**config.mk**
```make
export PLATFORM = sky130hd
export DESIGN_NAME = kf8259_inta_sequencer_flat
export DESIGN_NICKNAME = d
export VERILOG_FILES = /design/src/rtl/kf8259_inta_pkg.sv /design/src/rtl/kf8259_inta_sequencer_if.sv /design/src/rtl/kf8259_inta_sequencer.sv /design/src/flat_wrapper.sv
export SDC_FILE = /design/constraint.sdc
export NUM_CORES = 1
export LEC_CHECK = 0
export BUFFER_PORTS_ARGS = -buffer_cell sky130_fd_sc_hd__buf_2
export CAP_MARGIN = 5
export CORE_MARGIN = 3
export CORE_UTILIZATION = 50
export CTS_BUF_LIST = sky130_fd_sc_hd__clkbuf_8
export DETAILED_ROUTE_END_ITERATION = 6
export PLACE_DENSITY = 0.77
export SYNTH_ARGS = -nofsm -noshare
export SYNTH_HDL_FRONTEND = slang
export SYNTH_SLANG_ARGS = --single-unit
```
**constraint.sdc**
```tcl
create_clock -name clock -period 2.1 [get_ports clock]
set_clock_uncertainty 0.2 [all_clocks]
set_input_delay 0.315 -clock clock [delete_from_list [all_inputs] [get_ports clock]]
set_output_delay 0.315 -clock clock [all_outputs]
set_load 0.01 [all_outputs]
```
**src/rtl/kf8259_inta_pkg.sv**
```systemverilog
// Shared types and constants for the KF8259 INTA sequencer.
package kf8259_inta_pkg;

  typedef enum logic [2:0] {
    StIdle,
    StRequest,
    StInta1,
    StGap,
    StInta2,
    StDeliver
  } inta_state_e;

  localparam logic [7:0] SPURIOUS_VECTOR = 8'hFF;

endpackage

```
**src/rtl/kf8259_inta_sequencer_if.sv**
```systemverilog
// CPU/PIC-facing signal bundle of the INTA sequencer; slave is the sequencer side.
interface kf8259_inta_sequencer_if;

  logic       interrupt_to_cpu;
  logic       interrupt_enable;
  logic       cpu_interrupt_request;
  logic       cpu_interrupt_acknowledge;
  logic       interrupt_acknowledge_n;
  logic [7:0] pic_data_bus;
  logic       pic_data_bus_io;
  logic [7:0] cpu_vector;
  logic       cpu_vector_valid;
  logic       cpu_vector_spurious;
  logic       busy;

  modport slave (
    input  interrupt_to_cpu,
    input  interrupt_enable,
    input  cpu_interrupt_acknowledge,
    input  pic_data_bus,
    input  pic_data_bus_io,
    output cpu_interrupt_request,
    output interrupt_acknowledge_n,
    output cpu_vector,
    output cpu_vector_valid,
    output cpu_vector_spurious,
    output busy
  );

  modport master (
    output interrupt_to_cpu,
    output interrupt_enable,
    output cpu_interrupt_acknowledge,
    output pic_data_bus,
    output pic_data_bus_io,
    input  cpu_interrupt_request,
    input  interrupt_acknowledge_n,
    input  cpu_vector,
    input  cpu_vector_valid,
    input  cpu_vector_spurious,
    input  busy
  );

endinterface

```
**src/rtl/kf8259_inta_sequencer.sv**
```systemverilog
// Turns a CPU interrupt accept into the 8086 two-pulse INTA sequence and returns
// the vector byte the KF8259 drives during the second pulse.
module kf8259_inta_sequencer
  import kf8259_inta_pkg::*;
#(
  parameter int unsigned INTA_PULSE_CYCLES = 4,
  parameter int unsigned INTA_GAP_CYCLES   = 2
) (
  input logic                     clock,
  input logic                     reset_n,
  kf8259_inta_sequencer_if.slave  seq_if
);

  localparam int unsigned MaxCycles = (INTA_PULSE_CYCLES > INTA_GAP_CYCLES) ?
                                      INTA_PULSE_CYCLES : INTA_GAP_CYCLES;
  localparam int unsigned CntWidth  = $clog2(MaxCycles + 1);

  localparam logic [CntWidth-1:0] PulseLoad = CntWidth'(INTA_PULSE_CYCLES - 1);
  localparam logic [CntWidth-1:0] GapLoad   = CntWidth'(INTA_GAP_CYCLES - 1);
  localparam logic [CntWidth-1:0] CntOne    = CntWidth'(1);

  inta_state_e         state_q;
  logic [CntWidth-1:0] cnt_q;
  logic                inta_n_q;
  logic                valid_q;
  logic                spurious_q;
  logic                busy_q;
  logic [7:0]          vector_q;

  logic request;
  logic accept;

  // The only unregistered output: follows the IF flag within the same cycle.
  assign request = (state_q == StRequest) && seq_if.interrupt_enable;
  assign accept  = request && seq_if.cpu_interrupt_acknowledge;

  always_ff @(posedge clock or negedge reset_n) begin
    if (!reset_n) begin
      state_q    <= StIdle;
      cnt_q      <= '0;
      inta_n_q   <= 1'b1;
      valid_q    <= 1'b0;
      spurious_q <= 1'b0;
      busy_q     <= 1'b0;
      vector_q   <= 8'h00;
    end else begin
      valid_q <= 1'b0;
      case (state_q)
        StIdle: begin
          if (seq_if.interrupt_to_cpu) begin
            state_q <= StRequest;
            busy_q  <= 1'b1;
          end
        end
        StRequest: begin
          // An accepted acknowledge wins over INT falling in the same cycle.
          if (accept) begin
            state_q  <= StInta1;
            inta_n_q <= 1'b0;
            cnt_q    <= PulseLoad;
          end else if (!seq_if.interrupt_to_cpu) begin
            state_q <= StIdle;
            busy_q  <= 1'b0;
          end
        end
        StInta1: begin
          if (cnt_q == '0) begin
            state_q  <= StGap;
            inta_n_q <= 1'b1;
            cnt_q    <= GapLoad;
          end else begin
            cnt_q <= cnt_q - CntOne;
          end
        end
        StGap: begin
          if (cnt_q == '0) begin
            state_q  <= StInta2;
            inta_n_q <= 1'b0;
            cnt_q    <= PulseLoad;
          end else begin
            cnt_q <= cnt_q - CntOne;
          end
        end
        StInta2: begin
          if (cnt_q == '0) begin
            state_q  <= StDeliver;
            inta_n_q <= 1'b1;
            valid_q  <= 1'b1;
            if (!seq_if.pic_data_bus_io) begin
              vector_q   <= seq_if.pic_data_bus;
              spurious_q <= 1'b0;
            end else begin
              vector_q   <= SPURIOUS_VECTOR;
              spurious_q <= 1'b1;
            end
          end else begin
            cnt_q <= cnt_q - CntOne;
          end
        end
        StDeliver: begin
          state_q <= StIdle;
          busy_q  <= 1'b0;
        end
        default: begin
          state_q  <= StIdle;
          inta_n_q <= 1'b1;
          busy_q   <= 1'b0;
        end
      endcase
    end
  end

  assign seq_if.cpu_interrupt_request   = request;
  assign seq_if.interrupt_acknowledge_n = inta_n_q;
  assign seq_if.cpu_vector              = vector_q;
  assign seq_if.cpu_vector_valid        = valid_q;
  assign seq_if.cpu_vector_spurious     = spurious_q;
  assign seq_if.busy                    = busy_q;

endmodule

```
**src/flat_wrapper.sv**
```systemverilog
// flat-port wrapper written by rule: the top's interface ports become plain ports
module kf8259_inta_sequencer_flat import kf8259_inta_pkg::*;
#(
  parameter int unsigned INTA_PULSE_CYCLES = 4,
  parameter int unsigned INTA_GAP_CYCLES   = 2
)
  (clock, reset_n, seq_if_interrupt_to_cpu, seq_if_interrupt_enable, seq_if_cpu_interrupt_acknowledge, seq_if_pic_data_bus, seq_if_pic_data_bus_io, seq_if_cpu_interrupt_request, seq_if_interrupt_acknowledge_n, seq_if_cpu_vector, seq_if_cpu_vector_valid, seq_if_cpu_vector_spurious, seq_if_busy);
  kf8259_inta_sequencer_if seq_if_i ();
  input logic clock;
  input logic reset_n;
  input wire logic [$bits(seq_if_i.interrupt_to_cpu)-1:0] seq_if_interrupt_to_cpu;
  input wire logic [$bits(seq_if_i.interrupt_enable)-1:0] seq_if_interrupt_enable;
  input wire logic [$bits(seq_if_i.cpu_interrupt_acknowledge)-1:0] seq_if_cpu_interrupt_acknowledge;
  input wire logic [$bits(seq_if_i.pic_data_bus)-1:0] seq_if_pic_data_bus;
  input wire logic [$bits(seq_if_i.pic_data_bus_io)-1:0] seq_if_pic_data_bus_io;
  output wire logic [$bits(seq_if_i.cpu_interrupt_request)-1:0] seq_if_cpu_interrupt_request;
  output wire logic [$bits(seq_if_i.interrupt_acknowledge_n)-1:0] seq_if_interrupt_acknowledge_n;
  output wire logic [$bits(seq_if_i.cpu_vector)-1:0] seq_if_cpu_vector;
  output wire logic [$bits(seq_if_i.cpu_vector_valid)-1:0] seq_if_cpu_vector_valid;
  output wire logic [$bits(seq_if_i.cpu_vector_spurious)-1:0] seq_if_cpu_vector_spurious;
  output wire logic [$bits(seq_if_i.busy)-1:0] seq_if_busy;
  assign seq_if_i.interrupt_to_cpu = seq_if_interrupt_to_cpu;
  assign seq_if_i.interrupt_enable = seq_if_interrupt_enable;
  assign seq_if_i.cpu_interrupt_acknowledge = seq_if_cpu_interrupt_acknowledge;
  assign seq_if_i.pic_data_bus = seq_if_pic_data_bus;
  assign seq_if_i.pic_data_bus_io = seq_if_pic_data_bus_io;
  assign seq_if_cpu_interrupt_request = seq_if_i.cpu_interrupt_request;
  assign seq_if_interrupt_acknowledge_n = seq_if_i.interrupt_acknowledge_n;
  assign seq_if_cpu_vector = seq_if_i.cpu_vector;
  assign seq_if_cpu_vector_valid = seq_if_i.cpu_vector_valid;
  assign seq_if_cpu_vector_spurious = seq_if_i.cpu_vector_spurious;
  assign seq_if_busy = seq_if_i.busy;
  kf8259_inta_sequencer #(.INTA_PULSE_CYCLES(INTA_PULSE_CYCLES), .INTA_GAP_CYCLES(INTA_GAP_CYCLES)) u_core (.clock(clock), .reset_n(reset_n), .seq_if(seq_if_i));
endmodule
```
### After elaboration in Yosys (flattened, before gate mapping)

Index checks and enable logic that the tools add are counted.

| word-level totals | value |
|---|---|
| flip-flop bits (word level) | 18 |

| cells by class | value |
|---|---|
| reduce and logical (&&, ||, !) cells | 13 |
| bitwise gates (word level) | 2 |
| add/sub/neg operators | 1 |
| equality and inequality tests | 15 |
| mux-type cells | 24 |

Operator list:

| operator | count |
|---|---|
| 3-bit 2-to-1 mux | 10 |
| 3-bit one-hot mux with 5 select lines | 1 |
| 3-bit one-hot mux with 4 select lines | 1 |
| 2-bit by 1-bit inequality test with 1-bit output, second input constant | 5 |
| 1-bit 2-to-1 mux | 9 |
| 8-bit 2-to-1 mux | 1 |
| 2-bit inequality test, second input constant | 4 |
| 4-bit AND reduction | 2 |
| 3-bit by 2-bit equality test with 1-bit output, second input constant | 2 |
| 3-bit equality test, second input constant | 2 |
| 3-bit zero test | 2 |
| 5-bit AND reduction | 1 |
| 1-bit one-hot mux with 4 select lines | 1 |
| 4-bit nonzero test | 1 |
| 2-bit OR reduction | 2 |
| 3-bit by 1-bit equality test with 1-bit output, second input constant | 1 |
| 3-bit by 2-bit inequality test with 1-bit output, second input constant | 1 |
| 1-bit one-hot mux with 3 select lines | 1 |
| 3-bit AND reduction | 1 |
| 3-bit OR reduction | 1 |
| 3-bit by 1-bit subtractor with 3-bit output, second input constant | 1 |
| 1-bit logical AND | 2 |
| 1-bit inverter | 2 |
| 2-bit AND reduction | 1 |

### Logic depth before layout (Yosys ltp)

Gate-level depths: netlist of run 1.

| logic depth | value |
|---|---|
| depth after elaboration | 5 |
| depth in mapped cells | 6 |
| gate-level depth less buffers | 6 |

### Least setup slack after synthesis of run 1

OpenSTA, ideal clock, no wires.

| path | value |
|---|---|
| kind | register to register |
| start | reg u_core.state_q[0] |
| end | reg u_core.spurious_q, in the netlist u_core.seq_if.cpu_vector_spurious |
| arrival | 1,471 ps |
| path buffers | 2 |
| cell stages (with the launch flop) | 6 |
| setup slack | 304 ps |
| path through | dfrtp_1 > buf_6 > or3b_1 > buf_6 > nor2_8 > mux2_2 |

| on the way | value |
|---|---|
| word-level cells in the longest chain between the ends | 2 |

Ends and longest elaborated chain:

| element | line | RTL |
|---|---|---|
| start: declaration | kf8259_inta_sequencer.sv:22 | `inta_state_e state_q;` |
| start signal: assignment | kf8259_inta_sequencer.sv:39 | `state_q <= StIdle;` |
| start signal: assignment | kf8259_inta_sequencer.sv:51 | `state_q <= StRequest;` |
| start signal: assignment | kf8259_inta_sequencer.sv:58 | `state_q <= StInta1;` |
| 3-bit equality test | kf8259_inta_sequencer.sv:48 | `case (state_q)` |
| 2-bit AND reduction (no source line) | n/a |  |
| end signal: assignment | kf8259_inta_sequencer.sv:43 | `spurious_q <= 1'b0;` |
| end signal: assignment | kf8259_inta_sequencer.sv:91 | `spurious_q <= 1'b0;` |
| end signal: assignment | kf8259_inta_sequencer.sv:94 | `spurious_q <= 1'b1;` |
| end: declaration | kf8259_inta_sequencer.sv:26 | `logic spurious_q;` |

No other way between the ends.
A chain may end at the register's enable or synchronous reset.

### Worst setup path after layout of run 1

| path | value |
|---|---|
| start | reg u_core.state_q[2] |
| end | out seq_if_cpu_interrupt_request |

| on the way | value |
|---|---|
| word-level cells in the longest chain between the ends | 2 |

Ends and longest elaborated chain:

| element | line | RTL |
|---|---|---|
| 3-bit by 1-bit equality test with 1-bit output | kf8259_inta_sequencer.sv:34 | `assign request = (state_q == StRequest) && seq_if.interrupt_enable;` |
| 1-bit logical AND | kf8259_inta_sequencer.sv:34 |  |
| end: declaration | flat_wrapper.sv:16 | `output wire logic [$bits(seq_if_i.cpu_interrupt_request)-1:0] seq_if_cpu_interrupt_request;` |

No other way between the ends.

==> run_results.csv, run 1 <==
group,metric,value,unit
route,num_vias,813,
timing,period_share,88.0,%
timing,slew_viol_final,0,
synth,synth_cell_types,31,
finish,num_antenna_cells,0,
timing,timing.fmax,541,MHz
grt,antenna_found_initial,0,
cts,postCtsResizedCells,0,
power_and_ir_drop,p_seq_share,34.8,%
place,hpwl,1400,um
die,ioPinCount,27,
die,core-area,1630,um2
timing,fin_crit,1.85,ns
cts,clkSlewWorstSetupHoldPaths,0.07,ns
grt,grt_use_total,17.5,%
power_and_ir_drop,p_sw_share,38.0,%
finish,stdcell_count,149,
worst_setup_path,crit-reg2reg-launch,"u_core.state_q[2]",
worst_hold_path,hp-start,"seq_if_pic_data_bus[5]",
cts,cts_made_buffers,3,
route,dr.pass1.iters,4,
worst_hold_path,hold_class,"in -> reg",
synth,syn_inst,95,
worst_setup_path,critPathKind,"reg -> out",
finish,multiInputGateArea,424,um2
finish,drive_above_1_share,30.4,%
worst_setup_path,startpoint_type,"flop",
grt,globalRouteOverflowTotal,0,
power_and_ir_drop,pwr-share-comb,46.8,%
route,wl,1970,um
synth,synthesis.area,932,um2
worst_setup_path,endpoint_kind,"output port",
finish,nets,142,
cts,clock-sinks,18,
cts,htree_levels,1,
worst_setup_path,crit_fanout,7,
cts,cts_root_buffer,"clkbuf_8",
place,place_inst,144,
die,die_area,2420,um2
synth,syn_nets,111,
synth,syn_avg_cell_area,9.81,um2
worst_setup_path,required,1.58,ns
job,drv_cap,0,
timing,setup_tns,0,ns
grt,grt_pass1_vias,765,
synth,synthMuxAreaShare,1.21,%
die,die_y,49.2,um
timing,hold_viol_final,0,
synth,synth_top_family_by_area,"compound AO/OA/AOI/OAI gates",
route,ant_nets,0,
route,wl_per_cell,13.2,um
synth,ys_warn_count,0,
worst_setup_path,arrival,1.33,ns
synth,yosysSeqAreaShare,48.5,%
outcome,status,"complete, no violations",
finish,regArea,452,um2
power_and_ir_drop,p_switching,0.578,mW
power_and_ir_drop,powerDensity,1330,nW/um2
die,die_w,49.2,um
power_and_ir_drop,p_clk_share,18.4,%
power_and_ir_drop,p_int,0.944,mW
route,drtIter0Drc,19,
synth,synth_compound_area_share,21.7,%
synth,synth_xor_area_share,1.88,%
die,rows,14,
timing,max_slew_margin,72.3,%
synth,ys_seq_elements,18,
synth,synth_adder_area_share,2.68,%
route,drc_errors,0,
timing,fin_worst_hold_slack,0.128,ns
finish,area_growth,23.0,%
power_and_ir_drop,vdd.ir_drop.worst,0.855,mV
place,gp_congestion,0.844,
finish,fillers,139,
timing,tightest_slew,0.415,ns
die,initial_utilization,57.2,%
power_and_ir_drop,p_leak,0.532,nW
timing,rsz0062_at_grt,"no",
grt,grt_max_degree,19,
synth,synth-simple-area-share,18.0,%
route,routed_via_density,5.46,
cts,cts_tree,"yes",
worst_setup_path,worstSetupStartpoint,"u_core.state_q[2]",
place,port_buffers,26,
grt,grt_pass1_wl,3310,um
cts,clkLatencyLatePin,0.25,ns
timing,setup_viol,0,
cts,clk_path_buf_depth,2,
## logic make-up after synthesis
group           after synthesis
fa+ha+maj                     2
mux                           1
flops                        18
simple gates                 33
buf+inv                       9
xor+xnor                      2
compound gates               30
## final timing paths
path	to	slack, ns	depth (start not counted)
max	seq_if_cpu_interrupt_request	0.25	3
min	u_core.seq_if.cpu_vector[5]	0.13	3
max reg2reg	u_core.seq_if.cpu_vector[2]	0.27	5
min reg2reg	u_core.seq_if.cpu_vector[5]	0.32	2
max in group asynchronous	u_core.seq_if.interrupt_acknowledge_n	1.05	2
min in group asynchronous	u_core.cnt_q[1]	0.32	2
## flip-flops by register name (all words and copies together) (netlist names)
| register | count |
|---|---|
| u_core.seq_if.cpu_vector | 8 |
| u_core.cnt_q | 3 |
| u_core.state_q | 3 |
| u_core.seq_if.busy | 1 |
| u_core.seq_if.cpu_vector_spurious | 1 |
| u_core.seq_if.cpu_vector_valid | 1 |
| u_core.seq_if.interrupt_acknowledge_n | 1 |
## synthesized netlist by cell type
| cell | instances | area share, % |
|---|---|---|
| a211oi_1 | 1 | 0.81 |
| a21o_1 | 1 | 0.81 |
| a21oi_1 | 15 | 8.1 |
| a22o_1 | 1 | 0.94 |
| a311oi_1 | 1 | 0.94 |
| a31oi_1 | 1 | 0.67 |
| buf_1 | 1 | 0.40 |
| buf_6 | 3 | 3.6 |
| clkbuf_1 | 1 | 0.40 |
| dfrtp_1 | 17 | 46 |
| dfstp_2 | 1 | 2.8 |
| ha_1 | 2 | 2.7 |
| inv_1 | 4 | 1.6 |
| mux2_2 | 1 | 1.2 |
| nand2_1 | 5 | 2.0 |
| nand2b_1 | 3 | 2.0 |
| nand3_1 | 2 | 1.1 |
| nor2_1 | 17 | 6.8 |
| nor2_8 | 1 | 2.1 |
| nor2b_1 | 2 | 1.3 |
| nor3b_1 | 2 | 1.6 |
| o211ai_1 | 1 | 0.81 |
| o21a_1 | 1 | 0.81 |
| o21ai_0 | 3 | 1.6 |
| o221ai_1 | 1 | 0.94 |
| o221ai_4 | 1 | 2.8 |
| o22a_1 | 1 | 0.94 |
| o22ai_1 | 1 | 0.67 |
| o32ai_1 | 1 | 0.94 |
| or3b_1 | 1 | 0.94 |
| xnor2_1 | 2 | 1.9 |
## placed cells by master, fill, tap and decap left out, types with 2 or more instances in the layout
master,n
o21ai_0,3
nand2_1,5
xnor2_1,2
ha_1,2
dfrtp_1,17
nor3b_1,2
nor2_1,17
a21oi_1,15
nand2b_1,3
inv_1,4
nor2b_1,2
nand3_1,2
buf_2,26
clkbuf_8,4
buf_4,4
## area by class of cell
cell class	count	area share [%]
Sequential cell	18	39.4
Tap cell	24	2.62
Multi-Input combinational cell	68	37.0
Inverter	4	1.31
Clock buffer	4	4.80
Timing Repair Buffer	31	14.8
## stage by stage
| step | power, mW | setup WS [ns] | cell area, um2 | util, % |
|---|---|---|---|---|
| 3_5_place_dp | 1.23 | 0.289 | 1080 | 66.4 |
| 2_1_floorplan | 1.04 | 0.304 | 932 | - |
| 3_3_place_gp | 1.21 | 0.345 | 1080 | 66.4 |
| 5_1_grt | 1.64 | 0.170 | 1150 | 70.4 |
| 6_report | 1.52 | 0.253 | 1150 | 70.4 |
| 4_1_cts | 1.53 | 0.253 | 1150 | 70.4 |
## metal layers
layer  GRT usage, %  share of wire (%)  up-vias
met5              0                  0        -
met4           8.06                1.8        0
met3           1.83                3.1        4
met2           30.4                 51       18
met1           21.7                 44      397
li1               -                  -      394
## worst max-delay path, cell delays in order (launching register included)
cell      delay (ns)
dfrtp_1         0.43
nand2b_1        0.28
nor3b_1         0.22
buf_2           0.15
## what timing repair did
item / in CTS / in global routing
hold buffers: 1 / 0
buffers inserted: 0 / 0
endpoints found under the setup margin: 0 / 0
hold endpoints to repair: 17 / 0
## power groups by stage
stage | Clock [mW] | Sequential (mW) | Combinational (mW)
2_1_floorplan | 0 | 0.561 | 0.481
6_report | 0.281 | 0.529 | 0.712
5_1_grt | 0.301 | 0.543 | 0.798
4_1_cts | 0.285 | 0.529 | 0.713
3_3_place_gp | 0 | 0.532 | 0.676
3_5_place_dp | 0 | 0.536 | 0.692
No activity file was read; power rests on OpenSTA's default activity.
==> run 2, diff against run 1 <==
--- a/config.mk
+++ b/config.mk
@@ -11,7 +11,7 @@
 export CORE_UTILIZATION = 50
 export CTS_BUF_LIST = sky130_fd_sc_hd__clkbuf_8
 export DETAILED_ROUTE_END_ITERATION = 6
-export PLACE_DENSITY = 0.77
+export PLACE_DENSITY_LB_ADDON = 0.25
 export SYNTH_ARGS = -nofsm -noshare
 export SYNTH_HDL_FRONTEND = slang
 export SYNTH_SLANG_ARGS = --single-unit
==> run 2 against run 1 <==
  * Final cell count grew 0.67%
  * Clock-buffer cell count unchanged
  * Hold slack worse by 0.0079 ns
  * Global-route usage increased by 1.4 points
  * Utilization rose by 0.46 points
  * Sequential cell count is the same
  * Sequential share of layout area fell by 0.26 points
  * Register-to-register slack about the same
  * Setup slack worse by 0.092 ns
  * Non-clock buffer count up 1
  * Critical path type unchanged
  * Critical endpoint unchanged
  * Highest routed layer unchanged
==> run_results.csv, run 2 (same netlist as run 1, synthesis figures left out) <==
group,metric,value,unit
outcome,status,"complete, no violations",
grt,globalRouteOverflowTotal,0,
power_and_ir_drop,powerDensity,1350,nW/um2
worst_setup_path,critical_path.top_delay_family,"simple AND/OR/NAND/NOR gates",
finish,drive_above_1_share,31.0,%
die,die_area,2420,um2
worst_hold_path,hold_class,"in -> reg",
worst_setup_path,critPathKind,"reg -> out",
grt,grt_use_total,18.9,%
place,port_buffers,26,
die,die_w,49.2,um
route,routed_via_density,5.39,
finish,largest_reg_flops,8,
finish,utilization,70.8,%
cts,clkSlewWorstSetupHoldPaths,0.07,ns
worst_setup_path,startpoint_type,"flop",
route,wl,2070,um
worst_setup_path,crit_path_cell_trace,"buf_4 -> nand2b_1 -> nor3b_1 -> buf_2",
route,dr_wl_met3,110,um
die,initial_utilization,57.2,%
route,routed.top_layer,"met4",
power_and_ir_drop,p_leak,0.538,nW
grt,antenna_found_initial,0,
timing,rsz0062_at_grt,"no",
timing,setup_viol,0,
worst_hold_path,hp-start,"seq_if_pic_data_bus[6]",
die,die_y,49.2,um
cts,clkLatencyLatePin,0.26,ns
finish,layout_common_cells,"26 x buf_2, 17 x nor2_1, 17 x dfrtp_1",
route,drc_errors,0,
cts,clk_path_buf_depth,2,
finish,nets,143,
route,wl_met2,1020,um
finish,area_growth,23.8,%
worst_setup_path,critPathBufInv,2,
die,rows,14,
cts,cts_made_buffers,3,
worst_setup_path,rr_worst_depth,6,
cts,cts_tree,"yes",
timing,period_share,92.3,%
worst_setup_path,crit-reg2reg-launch,"u_core.cnt_q[0]",
worst_setup_path,rrSetupSlack,0.28,ns
die,ioPinCount,27,
cts,cts.hold.buffers_added,1,
grt,grt_max_degree,19,
worst_setup_path,crit_fanout,6,
route,drtIter0Drc,11,
power_and_ir_drop,vdd.ir_drop.worst,0.791,mV
timing,slew_viol_final,0,
worst_setup_path,critical_path.max_stage_delay,0.39,ns
finish,mostFrequentLayoutCell,"buf_2",
route,ant_nets,0,
worst_setup_path,endpoint_kind,"output port",
grt,grt_pass1_vias,820,
timing,setup_tns,0,ns
job,drv_cap,0,
worst_setup_path,rr_endpoint,"u_core.cnt_q[1]",
die,core-area,1630,um2
worst_setup_path,cp_num_cells,4,
grt,grt_pass1_wl,3520,um
timing,fin_crit,1.94,ns
route,m1WireLength,905,um
cts,cts_setup_buffers,0,
cts,htree_levels,1,
cts,cts_root_buffer,"clkbuf_8",
timing,hold_viol_final,0,
worst_setup_path,cpMaxStageDelayCell,"dfrtp_1",
route,wl_per_cell,13.8,um
cts,clock-sinks,18,
worst_setup_path,arrival,1.42,ns
finish,num_antenna_cells,0,
cts,postCtsResizedCells,0,
timing,timing.fmax,516,MHz
place,gp_congestion,0.883,
worst_setup_path,worstSetupStartpoint,"u_core.state_q[2]",
worst_setup_path,crit_path_end,"seq_if_cpu_interrupt_request",
route,dr.pass1.iters,4,
worst_setup_path,required,1.58,ns
timing,tightest_slew,0.410,ns
route,num_vias,809,
timing,max_slew_margin,72.6,%
-- run 2: report_power, final --
part / switching (mW) / total (mW) / internal, mW / leakage [nW]
clock network: 0.122 / 0.289 / 0.167 / 0.0288
logic: 0.411 / 0.735 / 0.323 / 0.316
registers: 0.0671 / 0.530 / 0.463 / 0.193
-- run 2: area by class of cell --
class / instances / area [um2]
multi-input combinational: 68 / 424
clock buffer: 4 / 55.1
sequential: 18 / 452
fill: 143 / 475
inverter: 4 / 15.0
timing repair buffer: 32 / 178
tap: 24 / 30.0
-- run 2: worst min-delay path, delay by kind of cell --
kind                   cells  cell delay [ns]
buffers and inverters      1             0.08
AOI/OAI and AO/OA          1             0.12
and+or+nand+nor            1             0.03
-- run 2: worst min-delay path by stage --
stage                             endpoint  slack (ns)  cells past startpoint
2_1_floorplan              u_core.cnt_q[0]       -0.18                      0
3_3_place_gp               u_core.cnt_q[1]        0.06                      1
3_5_place_dp               u_core.cnt_q[1]        0.07                      1
4_1_cts        u_core.seq_if.cpu_vector[4]        0.12                      3
5_1_grt        u_core.seq_if.cpu_vector[4]        0.14                      3
6_report       u_core.seq_if.cpu_vector[6]        0.12                      3
-- run 2: per-stage QoR --
step                      hold WS (ns)  area [um2]  cells  worst slack [ns]  power (mW)
after floorplan                 -0.181         932     95             0.304        1.04
after CTS                        0.119        1150    150             0.169        1.56
after detailed placement        0.0687        1090    145             0.302        1.25
after global placement          0.0630        1090    145             0.331        1.21
after global routing             0.142        1150    150            0.0594        1.66
final                            0.120        1150    150             0.161        1.55
-- run 2: per-layer routing --
| layer | vias up | GRT usage [%] |
|---|---|---|
| li1 | 396 | - |
| met1 | 380 | 21.6 |
| met2 | 28 | 33.5 |
| met3 | 5 | 3.36 |
| met4 | 0 | 9.48 |
| met5 | - | 0 |
==> run 3, diff against run 2 <==
--- a/config.mk
+++ b/config.mk
@@ -7,8 +7,10 @@
 export LEC_CHECK = 0
 export BUFFER_PORTS_ARGS = -buffer_cell sky130_fd_sc_hd__buf_2
 export CAP_MARGIN = 5
+export CELL_PAD_IN_SITES_DETAIL_PLACEMENT = 1
+export CELL_PAD_IN_SITES_GLOBAL_PLACEMENT = 2
 export CORE_MARGIN = 3
-export CORE_UTILIZATION = 50
+export CORE_UTILIZATION = 31
 export CTS_BUF_LIST = sky130_fd_sc_hd__clkbuf_8
 export DETAILED_ROUTE_END_ITERATION = 6
 export PLACE_DENSITY_LB_ADDON = 0.25
==> run 3 against run 2 <==
  * Sequential share of layout area shrank 0.29 points
  * Clock-buffer cell count unchanged
  * Maximum frequency increased by 1.5%
  * Sequential cell count stayed put
  * Register-to-register slack lost 0.02 ns
  * Sequential power decreased by 1%
  * Wire length up 4.5%
  * Power decreased by 1.9%
  * Cell area rose by 0.76%
  * Via count decreased by 1.4%
  * Critical endpoint unchanged
==> run_results.csv, run 3 (same netlist as run 1, synthesis figures left out) <==
group,metric,value,unit
outcome,status,"complete, no violations",
place,port_buffers,26,
die,initial_utilization,33.2,%
worst_hold_path,hold_depth,3,
grt,grt_pass1_wl,3660,um
worst_hold_path,hp-start,"seq_if_pic_data_bus[3]",
power_and_ir_drop,p_sw_share,37.7,%
route,drtIter0Drc,16,
worst_setup_path,rrSetupSlack,0.26,ns
timing,max_slew_margin,72.4,%
finish,num_antenna_cells,0,
worst_setup_path,rr_endpoint,"u_core.seq_if.cpu_vector_spurious",
timing,setup_viol,0,
worst_setup_path,required,1.58,ns
worst_hold_path,hold-path-endpoint,"u_core.seq_if.cpu_vector[3]",
worst_setup_path,arrival,1.39,ns
place,place_ws,0.238,ns
place,hpwl,1670,um
finish,area_growth,24.7,%
timing,hold_viol_final,0,
timing,rsz0062_at_grt,"no",
route,drc_errors,0,
cts,cts_root_buffer,"clkbuf_8",
die,ioPinCount,27,
worst_setup_path,startpoint_type,"flop",
finish,largest_reg_flops,8,
timing,period_share,90.9,%
grt,grt_use_total,13.5,%
cts,clkLatencyLatePin,0.25,ns
power_and_ir_drop,power,1.52,mW
worst_setup_path,crit_path_cell_trace,"buf_4 -> nand2b_1 -> nor3b_1 -> buf_2",
place,place_inst,152,
worst_setup_path,crit-reg2reg-launch,"u_core.state_q[1]",
route,routed_via_density,5.08,
timing,fin_worst_hold_slack,0.125,ns
power_and_ir_drop,powerDensity,1310,nW/um2
route,ant_nets,0,
worst_setup_path,critPathKind,"reg -> out",
place,gp_congestion,0.806,
finish,mostFrequentLayoutCell,"buf_2",
die,die_w,60.8,um
cts,clkSlewWorstSetupHoldPaths,0.07,ns
finish,stdcell_count,157,
power_and_ir_drop,pwr-share-comb,47.2,%
route,wl_per_cell,13.7,um
route,dr.pass1.iters,4,
die,rows,19,
die,die_area,3700,um2
place,place_area,1100,um2
worst_setup_path,rr_worst_depth,3,
power_and_ir_drop,p_switching,0.574,mW
timing,timing.fmax,524,MHz
job,drv_cap,0,
worst_setup_path,crit_fanout,6,
timing,tightest_slew,0.414,ns
power_and_ir_drop,p_clk_share,18.5,%
timing,fin_crit,1.91,ns
die,die_y,60.8,um
route,num_vias,798,
finish,nets,143,
worst_setup_path,cpMaxStageDelayCell,"dfrtp_1",
cts,htree_levels,1,
route,wl,2160,um
die,core-area,2810,um2
cts,cts_tree,"yes",
cts,cts_made_buffers,3,
finish,final_cell_area,1160,um2
cts,clk_path_buf_depth,2,
grt,grt_pass1_vias,793,
timing,setup_tns,0,ns
finish,layout_common_cells,"26 x buf_2, 17 x nor2_1, 17 x dfrtp_1",
power_and_ir_drop,p_leak,0.538,nW
finish,utilization,41.4,%
power_and_ir_drop,vdd.ir_drop.worst,0.436,mV
grt,antenna_found_initial,0,
cts,clock-sinks,18,
finish,drive_above_1_share,31.0,%
worst_setup_path,endpoint_kind,"output port",
worst_setup_path,critical_path.max_stage_delay,0.37,ns
timing,slew_viol_final,0,
power_and_ir_drop,p_int,0.950,mW
power_and_ir_drop,p_seq_share,34.4,%
worst_hold_path,hold_class,"in -> reg",
grt,grt_max_degree,19,
grt,globalRouteOverflowTotal,0,
timing,layout_setup_ws,0.190,ns
==> run 3: power by group through the flow <==
stage	Sequential, mW	Clock (mW)	Combinational (mW)
after floorplan	0.561	0	0.481
after global placement	0.526	0	0.713
after detailed placement	0.530	0	0.731
after CTS	0.525	0.294	0.732
after global routing	0.542	0.312	0.816
final	0.524	0.281	0.719
==> run 3: worst max path at each step <==
stage	from	to	slack, ns	cells past startpoint
6_report	u_core.state_q[2]	seq_if_cpu_interrupt_request	0.19	4
5_1_grt	u_core.state_q[2]	seq_if_cpu_interrupt_request	0.09	4
4_1_cts	u_core.state_q[2]	seq_if_cpu_interrupt_request	0.16	4
3_5_place_dp	u_core.state_q[1]	u_core.seq_if.cpu_vector_spurious	0.24	3
3_3_place_gp	u_core.state_q[1]	u_core.seq_if.cpu_vector_spurious	0.30	3
2_1_floorplan	u_core.state_q[0]	u_core.seq_if.cpu_vector_spurious	0.30	5
==> run 3: timing repair <==
action / CTS / global route
hold buffers: 1 / 0
endpoints found under the hold margin: 17 / 0
resized for setup: 0 / 0
setup buffers: 0 / 0
==> run 3: worst max-delay path, delay by kind of cell, from the launching register on <==
kind	cells	cell delay, ns
flip-flops	1	0.37
AND/OR/NAND/NOR	2	0.47
buffers and inverters	2	0.30
==> run 3: cell type report <==
type                    instances  area, um2
well taps                      31       38.8
flip-flops and latches         18        452
clock buffers                   4       55.1
fillers                       349       1640
multi-input cells              68        424
inverters                       4       15.0
repair buffers                 32        178
==> run 3: per-layer routing <==
metal	track usage [%]	wire [um]	share of wire, %	vias up
li1	-	-	-	390
met1	18.4	1020	47	389
met2	20.5	1010	47	15
met3	3.83	96	4.5	4
met4	4.64	29	1.3	0
met5	0	0	0	-
